[src/rtl/data_mem_arbiter_pkg.sv]
// ----------------------------------------------------------------------------
// data_mem_arbiter_pkg
// Shared definitions for the data-memory arbiter and its helpers.
//   - arb_state_t : FSM encoding (ST_IDLE=0, ST_ISSUE=1, ST_RESP=2)
//   - DEF_*       : default parameter values for the arbiter and its interface
//   - ptr_width() : width of a core index / round-robin pointer (at least 1 bit)
// ----------------------------------------------------------------------------
package data_mem_arbiter_pkg;

  localparam int DEF_CORE_COUNT = 2;
  localparam int DEF_REG_WIDTH  = 12;
  localparam int DEF_ADDR_WIDTH = 12;

  typedef enum logic [1:0] {
    ST_IDLE  = 2'd0,
    ST_ISSUE = 2'd1,
    ST_RESP  = 2'd2
  } arb_state_t;

  // A single core still needs a one-bit index so that ports never collapse
  // to zero width.
  function automatic int ptr_width(input int n);
    return (n > 1) ? $clog2(n) : 1;
  endfunction

endpackage

[src/rtl/data_mem_arbiter_if.sv]
// ----------------------------------------------------------------------------
// data_mem_arbiter_if
// Bundles the per-core request bus and the single RAM port seen by the
// arbiter.
//   Core side : req, we, addr (packed), wdata (packed)  -> arbiter
//               ack, rdata                              <- arbiter
//   RAM side  : mem_addr, mem_wdata, mem_wren           <- arbiter
//               mem_q (registered RAM output)           -> arbiter
//   Status    : busy                                    <- arbiter
// Modports:
//   slave  : the arbiter itself
//   master : the environment (cores plus RAM) around the arbiter
// ----------------------------------------------------------------------------
interface data_mem_arbiter_if
  import data_mem_arbiter_pkg::*;
#(
  parameter int core_count = DEF_CORE_COUNT,
  parameter int reg_width  = DEF_REG_WIDTH,
  parameter int addr_width = DEF_ADDR_WIDTH
);

  logic [core_count-1:0]            req;
  logic [core_count-1:0]            we;
  logic [addr_width*core_count-1:0] addr;
  logic [reg_width*core_count-1:0]  wdata;
  logic [core_count-1:0]            ack;
  logic [reg_width-1:0]             rdata;
  logic [addr_width-1:0]            mem_addr;
  logic [reg_width-1:0]             mem_wdata;
  logic                             mem_wren;
  logic [reg_width-1:0]             mem_q;
  logic                             busy;

  modport slave (
    input  req, we, addr, wdata, mem_q,
    output ack, rdata, mem_addr, mem_wdata, mem_wren, busy
  );

  modport master (
    output req, we, addr, wdata, mem_q,
    input  ack, rdata, mem_addr, mem_wdata, mem_wren, busy
  );

endinterface

[src/rtl/data_mem_arbiter_rr_priority_pick.sv]
// ----------------------------------------------------------------------------
// rr_priority_pick
// Combinational rotating-priority picker. Starting at rr_ptr and moving
// upward modulo core_count, the first request that is not masked by
// 'blocked' wins. Kept generic so that the instruction-memory port can
// reuse it.
//   req_vec : per-core request levels
//   rr_ptr  : index with highest priority this cycle
//   blocked : per-core mask; a set bit makes that core ineligible
//   winner  : index of the chosen core (0 when valid is low)
//   valid   : at least one eligible request exists
// ----------------------------------------------------------------------------
module rr_priority_pick
  import data_mem_arbiter_pkg::*;
#(
  parameter int core_count = DEF_CORE_COUNT,
  parameter int ptr_w      = ptr_width(DEF_CORE_COUNT)
) (
  input  logic [core_count-1:0] req_vec,
  input  logic [ptr_w-1:0]      rr_ptr,
  input  logic [core_count-1:0] blocked,
  output logic [ptr_w-1:0]      winner,
  output logic                  valid
);

  // One extra bit so rr_ptr + offset cannot overflow before the wrap.
  localparam int sum_w = ptr_w + 1;

  logic [core_count-1:0] eligible_s;
  logic [sum_w-1:0]      sum_s;
  logic [ptr_w-1:0]      idx_s;
  logic                  hit_s;

  assign eligible_s = req_vec & ~blocked;

  // Walk the cores in priority order; the first eligible one latches the win.
  always_comb begin
    winner = {ptr_w{1'b0}};
    valid  = 1'b0;
    sum_s  = {sum_w{1'b0}};
    idx_s  = {ptr_w{1'b0}};
    hit_s  = 1'b0;
    for (int k = 0; k < core_count; k++) begin
      sum_s  = {1'b0, rr_ptr} + sum_w'(k);
      // rr_ptr < core_count and k < core_count, so one subtraction wraps.
      idx_s  = ptr_w'((sum_s >= sum_w'(core_count)) ? (sum_s - sum_w'(core_count)) : sum_s);
      hit_s  = eligible_s[idx_s] & ~valid;
      winner = hit_s ? idx_s : winner;
      valid  = valid | hit_s;
    end
  end

endmodule

[src/rtl/data_mem_arbiter.sv]
// ----------------------------------------------------------------------------
// data_mem_arbiter
// Round-robin arbiter that lets core_count processor cores share one
// single-port data RAM with a 1-cycle registered read.
// Each access takes three cycles: IDLE (arbitrate, register the RAM port),
// ISSUE (RAM samples the port), RESP (RAM output valid, pulse ack).
// Ports:
//   clk   : system clock, rising edge
//   reset : synchronous, active-high; aborts any access without ack
//   bus   : data_mem_arbiter_if.slave
//     req/we/addr/wdata : per-core request, held stable until ack
//     ack               : one-cycle completion pulse for the granted core
//     rdata             : load data, valid while any ack bit is set
//     mem_addr/mem_wdata/mem_wren : RAM port
//     mem_q             : RAM registered output
//     busy              : high while in ISSUE or RESP
// All outputs come straight from registers.
// ----------------------------------------------------------------------------
module data_mem_arbiter
  import data_mem_arbiter_pkg::*;
#(
  parameter int core_count = DEF_CORE_COUNT,
  parameter int reg_width  = DEF_REG_WIDTH,
  parameter int addr_width = DEF_ADDR_WIDTH
) (
  input logic               clk,
  input logic               reset,
  data_mem_arbiter_if.slave bus
);

  localparam int ptr_w = ptr_width(core_count);

  // Unpacked views of the packed per-core buses.
  logic [addr_width-1:0] addr_s  [core_count];
  logic [reg_width-1:0]  wdata_s [core_count];

  arb_state_t            state_r;
  logic [ptr_w-1:0]      rr_ptr_r;
  logic [ptr_w-1:0]      gnt_r;
  logic [core_count-1:0] block_mask_r;
  logic [core_count-1:0] ack_r;
  logic [reg_width-1:0]  rdata_r;
  logic [addr_width-1:0] mem_addr_r;
  logic [reg_width-1:0]  mem_wdata_r;
  logic                  mem_wren_r;
  logic                  busy_r;

  logic [ptr_w-1:0]      pick_s;
  logic                  pick_valid_s;
  logic [ptr_w-1:0]      next_ptr_s;
  logic [core_count-1:0] gnt_onehot_s;

  generate
    for (genvar j = 0; j < core_count; j++) begin : g_unpack
      assign addr_s[j]       = bus.addr[(j+1)*addr_width-1 -: addr_width];
      assign wdata_s[j]      = bus.wdata[(j+1)*reg_width-1 -: reg_width];
      assign gnt_onehot_s[j] = (gnt_r == ptr_w'(j));
    end
  endgenerate

  rr_priority_pick #(
    .core_count (core_count),
    .ptr_w      (ptr_w)
  ) u_pick (
    .req_vec (bus.req),
    .rr_ptr  (rr_ptr_r),
    .blocked (block_mask_r),
    .winner  (pick_s),
    .valid   (pick_valid_s)
  );

  // Pointer moves just past the winner; the top index wraps to 0 (and with
  // a single core the pointer therefore never leaves 0).
  assign next_ptr_s = (pick_s == ptr_w'(core_count - 1)) ? {ptr_w{1'b0}}
                                                          : pick_s + ptr_w'(1'b1);

  // Access sequencer: arbitration, RAM port registers, response capture.
  always_ff @(posedge clk) begin
    if (reset) begin
      state_r      <= ST_IDLE;
      rr_ptr_r     <= {ptr_w{1'b0}};
      gnt_r        <= {ptr_w{1'b0}};
      block_mask_r <= {core_count{1'b0}};
      ack_r        <= {core_count{1'b0}};
      rdata_r      <= {reg_width{1'b0}};
      mem_addr_r   <= {addr_width{1'b0}};
      mem_wdata_r  <= {reg_width{1'b0}};
      mem_wren_r   <= 1'b0;
      busy_r       <= 1'b0;
    end else begin
      // ack is a single-cycle pulse; only RESP raises a bit.
      ack_r <= {core_count{1'b0}};
      case (state_r)
        ST_IDLE: begin
          // The just-acked core sits out exactly one arbitration cycle,
          // since it is still holding req while it sees its ack.
          block_mask_r <= {core_count{1'b0}};
          if (pick_valid_s) begin
            mem_addr_r  <= addr_s[pick_s];
            mem_wdata_r <= wdata_s[pick_s];
            mem_wren_r  <= bus.we[pick_s];
            gnt_r       <= pick_s;
            rr_ptr_r    <= next_ptr_s;
            busy_r      <= 1'b1;
            state_r     <= ST_ISSUE;
          end else begin
            busy_r      <= 1'b0;
            state_r     <= ST_IDLE;
          end
        end
        ST_ISSUE: begin
          // RAM has sampled the port at this edge; stop writing.
          mem_wren_r   <= 1'b0;
          block_mask_r <= {core_count{1'b0}};
          busy_r       <= 1'b1;
          state_r      <= ST_RESP;
        end
        ST_RESP: begin
          // mem_q is valid now; stores capture it too but nobody uses it.
          ack_r[gnt_r] <= 1'b1;
          rdata_r      <= bus.mem_q;
          block_mask_r <= gnt_onehot_s;
          busy_r       <= 1'b0;
          state_r      <= ST_IDLE;
        end
        default: begin
          mem_wren_r   <= 1'b0;
          block_mask_r <= {core_count{1'b0}};
          busy_r       <= 1'b0;
          state_r      <= ST_IDLE;
        end
      endcase
    end
  end

  assign bus.ack       = ack_r;
  assign bus.rdata     = rdata_r;
  assign bus.mem_addr  = mem_addr_r;
  assign bus.mem_wdata = mem_wdata_r;
  assign bus.mem_wren  = mem_wren_r;
  assign bus.busy      = busy_r;

endmodule

[src/flat_wrapper.sv]
// flat-port wrapper written by rule: the top's interface ports become plain ports
module data_mem_arbiter_flat import data_mem_arbiter_pkg::*;
#(
  parameter int core_count = DEF_CORE_COUNT,
  parameter int reg_width  = DEF_REG_WIDTH,
  parameter int addr_width = DEF_ADDR_WIDTH
)
  (clk, reset, bus_req, bus_we, bus_addr, bus_wdata, bus_mem_q, bus_ack, bus_rdata, bus_mem_addr, bus_mem_wdata, bus_mem_wren, bus_busy);
  data_mem_arbiter_if #(.core_count(core_count), .reg_width(reg_width), .addr_width(addr_width)) bus_i ();
  input logic clk;
  input logic reset;
  input wire logic [$bits(bus_i.req)-1:0] bus_req;
  input wire logic [$bits(bus_i.we)-1:0] bus_we;
  input wire logic [$bits(bus_i.addr)-1:0] bus_addr;
  input wire logic [$bits(bus_i.wdata)-1:0] bus_wdata;
  input wire logic [$bits(bus_i.mem_q)-1:0] bus_mem_q;
  output wire logic [$bits(bus_i.ack)-1:0] bus_ack;
  output wire logic [$bits(bus_i.rdata)-1:0] bus_rdata;
  output wire logic [$bits(bus_i.mem_addr)-1:0] bus_mem_addr;
  output wire logic [$bits(bus_i.mem_wdata)-1:0] bus_mem_wdata;
  output wire logic [$bits(bus_i.mem_wren)-1:0] bus_mem_wren;
  output wire logic [$bits(bus_i.busy)-1:0] bus_busy;
  assign bus_i.req = bus_req;
  assign bus_i.we = bus_we;
  assign bus_i.addr = bus_addr;
  assign bus_i.wdata = bus_wdata;
  assign bus_i.mem_q = bus_mem_q;
  assign bus_ack = bus_i.ack;
  assign bus_rdata = bus_i.rdata;
  assign bus_mem_addr = bus_i.mem_addr;
  assign bus_mem_wdata = bus_i.mem_wdata;
  assign bus_mem_wren = bus_i.mem_wren;
  assign bus_busy = bus_i.busy;
  data_mem_arbiter #(.core_count(core_count), .reg_width(reg_width), .addr_width(addr_width)) u_core (.clk(clk), .reset(reset), .bus(bus_i));
endmodule
[config.mk]
export PLATFORM = sky130hd
export DESIGN_NAME = data_mem_arbiter_flat
export DESIGN_NICKNAME = d
export VERILOG_FILES = /design/src/rtl/data_mem_arbiter_pkg.sv /design/src/rtl/data_mem_arbiter_if.sv /design/src/rtl/data_mem_arbiter_rr_priority_pick.sv /design/src/rtl/data_mem_arbiter.sv /design/src/flat_wrapper.sv
export SDC_FILE = /design/constraint.sdc
export NUM_CORES = 1
export LEC_CHECK = 0
export BUFFER_PORTS_ARGS = -buffer_cell sky130_fd_sc_hd__clkbuf_2
export CAP_MARGIN = 20
export CORE_MARGIN = 10
export CORE_UTILIZATION = 42
export DETAILED_ROUTE_END_ITERATION = 6
export PLACE_DENSITY = 0.79
export SYNTH_ARGS = -nofsm -noshare
export SYNTH_HDL_FRONTEND = slang
export SYNTH_SLANG_ARGS = --single-unit
[constraint.sdc]
create_clock -name clk -period 1.93 [get_ports clk]
set_input_delay 0.579 -clock clk [delete_from_list [all_inputs] [get_ports clk]]
set_output_delay 0.579 -clock clk [all_outputs]
set_load 0.005 [all_outputs]
# == Yosys cells after proc, flatten, opt, wreduce, memory -nomap -nowiden ==
# Index checks and enable logic that the tools add are counted.
# op_classes
addsub,4
mul,0
div,0
magnitude_cmp,8
eq_ne,3
shifts,0
mux,25
n_bitwise,8
n_reduce_logical,5
# ops
operator,count
2-to-1 mux 12 bit,6
2-to-1 mux 1 bit,15
< comparator 1 x 2 -> 1 bit (second input constant),4
>= comparator 2 bit (second input constant),2
case mux 1 bit (2 select lines),2
case mux 2 bit (2 select lines),1
AND reduction 2 bit,2
inverter 1 bit,3
adder 1 x 1 -> 2 bit (second input constant),1
AND 2 bit,1
== test 2 x 1 -> 1 bit (second input constant),1
== test 2 bit (second input constant),1
>= comparator 1 x 2 -> 1 bit (second input constant),1
logical NOT 2 bit,1
!= test 2 x 1 -> 1 bit (second input constant),1
inverter 1 -> 2 bit,1
inverter 2 bit,1
OR reduction 2 bit,1
subtractor 1 bit (second input constant),2
adder 1 bit (second input constant),1
AND 1 bit,1
demux 1 bit (select 1 bit),1
>= comparator 1 bit (second input constant),1
logical AND 1 bit,1
bitwise OR 1 bit,1
# word_totals
reg_bits,46
latchBits,0
ram_bits,0
mem_bits_ro,0
inputBits,66
out_inout_bits,40
elab_cells,63
memories,0

# == Depth between registers and ports, before layout ==
# logic_depth
word_depth,11
depth_mapped,5
ltp_nobuf,4

# == Modules after synthesis ==
# Synthesis repeated with hierarchy kept, for this count alone.
# hier_totals
hier_cells,165
hier_area_um2,1714.1
# modules_own_cells
module,n_inst,cells_per_inst,area_per_inst_um2,seq_area_each_um2
data_mem_arbiter,1,160,1677.9,880.8
rr_priority_pick,1,5,36.3,0.0

# == Least setup slack after synthesis ==
# No wires, ideal clock.
# synth_timing
kind,input to register
startpoint,input bus_req[1]
endpoint,register u_core.mem_addr_r[0] (netlist: u_core.bus.mem_addr[0])
setup_ps,60
t_arrival_ps,1648
required_time_ps,1870
path_slack_ps,222
stages,5
n_path_buf,1
cell_sequence,and2b_1 o21a_1 nor2_1 clkbuf_1 a221o_1
# synth_between
elab_chain_len,10
elab_cells_between_ends,15
classes_between,mux (9); bitwise (5); reduce/logical (1)
# synth_lines
item,line_no,text
"start, declared",flat_wrapper.sv:12,input wire logic [$bits(bus_i.req)-1:0] bus_req;
AND 2 bit (*),data_mem_arbiter_rr_priority_pick.sv:34,assign eligible_s = req_vec & ~blocked;
2-to-1 mux 1 bit (implied by the code) (2 in series),data_mem_arbiter_rr_priority_pick.sv:47,hit_s = eligible_s[idx_s] & ~valid;
inverter 1 bit,data_mem_arbiter_rr_priority_pick.sv:47,
AND 1 bit,data_mem_arbiter_rr_priority_pick.sv:47,
2-to-1 mux 1 bit,data_mem_arbiter_rr_priority_pick.sv:48,winner = hit_s ? idx_s : winner;
inverter 1 -> 2 bit (implied by the code),data_mem_arbiter.sv:99,mem_addr_r <= addr_s[pick_s];
2-to-1 mux 12 bit (implied by the code) (3 in series),data_mem_arbiter.sv:99,
"end signal, assigned",data_mem_arbiter.sv:86,mem_addr_r <= {addr_width{1'b0}};
"end signal, assigned",data_mem_arbiter.sv:99,
"end, declared",data_mem_arbiter.sv:43,logic [addr_width-1:0] mem_addr_r;
# Mark *: on every way between the ends. The rest lies on a longest branch, timed or not. The select of a mux whose other input is x is not followed.
# A chain may end at the register's enable or synchronous reset.

==> metrics.txt <==
dpl cell area=around 2300 um2; Clock Sinks=44; fraction of registers with async set/reset=0; routability cong.=between 0.7 and 0.8; routed len/inst=roughly 15 um; Final HPWL DP=3890 um; Setup Fix Bufs, Post-CTS=0; I/O pins=~110; vias per cell=4.87; detailed-route DRC error count=0; Synth Flop Type=dfxtp_1; final setup vio count=0; register area share after synthesis=0.527; # hold bufs at CTS=0; Initial Utilization=0.447; period utilisation layout=0.933; Worst setup SP type=input pin; CP endpoint kind=flip-flop; Final Util=0.637; Synth Area in XOR/XNOR=0; Worst-Margin Slew=between 0.9 and 1 ns; Design Power=approximately 2.0 mW; Compound-Gate Fraction of Synth Area=0.222; worst min path class=flip-flop to flip-flop; Fin Setup TNS=0 ns; Worst Path Required=around 2.2 ns; vias in the first global route=1,709; DRT antenna net count=0; CTS Root Cell=clkbuf_8; Die X=a little over 80 um; Antenna Cells=0; routed wire length=~4800 um; remaining global-route overflow=0; Sw Share=0.241; die area=6910 um2; Synth Register Bits=between 40 and 50; top cell type's share of synthesized area=0.527; Flop pwr share=0.522; Comb pwr share=0.171; CTS tree=built; Ys Warns=0; fill count=around 340; Slew Limit Headroom=0.367; total track usage=0.136; Synth Area in Adders=0; count leader, synth=dfxtp_1; largest family of logic cells by synthesized area=compound AO/OA/AOI/OAI gates; number of synthesized flops with an enable pin=0; post-synth top area cell=dfxtp_1; TritonRoute pass-1 iters=4; crit path kind=input pin to flip-flop; Cell Area, Synth=between 1500 and 2000 um2; Max Clock Skew=0.00476 ns; Post-synth top cells=dfxtp_1, nand2_1, a221o_1; crit-path max FO=25; total number of vias=1,587; Post-Layout Inst Area=between 2000 and 2500 um2; post-synthesis cell type count=23; row count=22; Placed Cells=~320; simple-gate area share of the yosys netlist=0.210; die span in y=a little over 80 um; share of cells above drive strength 1=0.468; Final Max Tran Viols=0; Psw=0.474 mW; WP data arrival=roughly 2.0 ns; maximum vdd drop=between 0.4 and 0.5 mV; largest net degree at the start of global routing=26; DR iter-0 viols=60; Num CTS Buffers=5; internal power=1.49 mW; core area=around 3700 um2; leak pwr=roughly 1.2 nW; Power Density=approximately 830 nW/um2; H-tree depth=2; Post-Syn Area per Cell=just over 10 um2; number of max-cap violations=0; clock buffer depth=2; initial antenna violation count=0; Tmin final=1.80 ns; net count reported at finish=344; # resized after CTS=0; mux contribution to synthesized area=0; fin cells=326; RSZ-0062 raised after global routing=no; clk_lat worst skew=just under 0.3 ns; global-route wire length before repair=~8000 um; CTS clk-pin slew, worst paths=roughly 0.080 ns; Final Hold Vio Count=0; Clock Power Share=0.307; cells after synthesis=around 170; IO Port Bufs=approximately 110; Area growth, synth to finish=42.5%; dominant cells by area after synthesis=dfxtp_1, a221o_1, and2_1; Syn Nets=between 200 and 250; status=complete, no violations; max frequency=between 0.5 and 0.6 GHz
## critical path: stages
cell and delay [ns]:
clkbuf_2 0.09, or3_4 0.33, nor2_2 0.74, a221o_1 0.28
## state kept, by name, summed over array words and instances (netlist names)
signal,cells
u_core.rr_ptr_r,1
u_core.block_mask_r,1
u_core.bus.rdata,12
u_core.bus.busy,1
u_core.bus.mem_addr,12
u_core.bus.ack,1
u_core.state_r,2
u_core.bus.mem_wren,1
u_core.gnt_r,1
u_core.bus.mem_wdata,12
## metal layers
layer / routed length, um / share of wire / track usage / vias up
met4: 64 / 0.013 / 0.0508 / 0
met1: 2060 / 0.42 / 0.156 / 691
met3: 515 / 0.11 / 0.0674 / 7
met5: 0 / 0 / 0 / -
li1: - / - / - / 817
met2: 2200 / 0.46 / 0.212 / 72
## area by class of cell
cell class | instances | area [um2] | share of cell area
sequential | 44 | 881 | 0.370
multi-input combinational | 111 | 726 | 0.304
timing repair buffer | 116 | 621 | 0.260
clock buffer | 7 | 96.3 | 0.0404
tap | 48 | 60.1 | 0.0252
## logic make-up (layout without fill, tap and decap cells)
group	after synthesis	in the layout
AO/OA/AOI/OAI	44	44
buffers and inverters	10	123
flip-flops	44	44
AND/OR/NAND/NOR	67	67
## cell usage in the layout (no fill, tap or decap)
master and count:
and2b_1 1, nor2_1 5, clkbuf_8 7, a221o_1 25, a211oi_4 1, or2_2 1, a21oi_1 14, or3_1 1
nand2_1 26, or3_4 1, clkbuf_2 105, dfxtp_1 44, and2_1 20, buf_4 10, o211a_1 1, buf_12 1
nor2b_1 2, a311oi_1 1, o21a_1 1, and2_2 3, nor3_1 1, nor2_2 1, o21ai_0 1, nand2b_1 2
nor3b_1 3
## through the flow
step | hold slack, ns | worst slack (ns)
global placement | 0.442 | -0.175
finish | 0.458 | 0.130
CTS | 0.458 | 0.106
global route | 0.479 | 0.0202
floorplan | 0.416 | 0.222
detailed placement | 0.447 | -0.200
## path summary, 6_finish.rpt
check                                   startpoint                                    to  slack, ns  cells after the start
setup / recovery                             reset  u_core.bus.mem_wdata[3]$_SDFFE_PP0P_       0.13                      4
hold reg to reg   u_core.bus.rdata[2]$_SDFFE_PP0N_      u_core.bus.rdata[2]$_SDFFE_PP0N_       0.46                      2
setup reg to reg      u_core.state_r[1]$_SDFF_PP0_  u_core.bus.mem_wdata[3]$_SDFFE_PP0P_       0.13                      3
hold / removal    u_core.bus.rdata[2]$_SDFFE_PP0N_      u_core.bus.rdata[2]$_SDFFE_PP0N_       0.46                      2
## power by group through the flow
| stage | logic (mW) | registers (mW) | clock network, mW |
|---|---|---|---|
| 5_1_grt | 0.377 | 1.04 | 0.644 |
| 3_3_place_gp | 0.335 | 1.05 | 0 |
| 2_1_floorplan | 0.153 | 1.05 | 0 |
| 3_5_place_dp | 0.344 | 1.05 | 0 |
| 4_1_cts | 0.344 | 1.03 | 0.622 |
| 6_report | 0.336 | 1.03 | 0.604 |
Note: power is estimated with default switching activity, not from simulation.
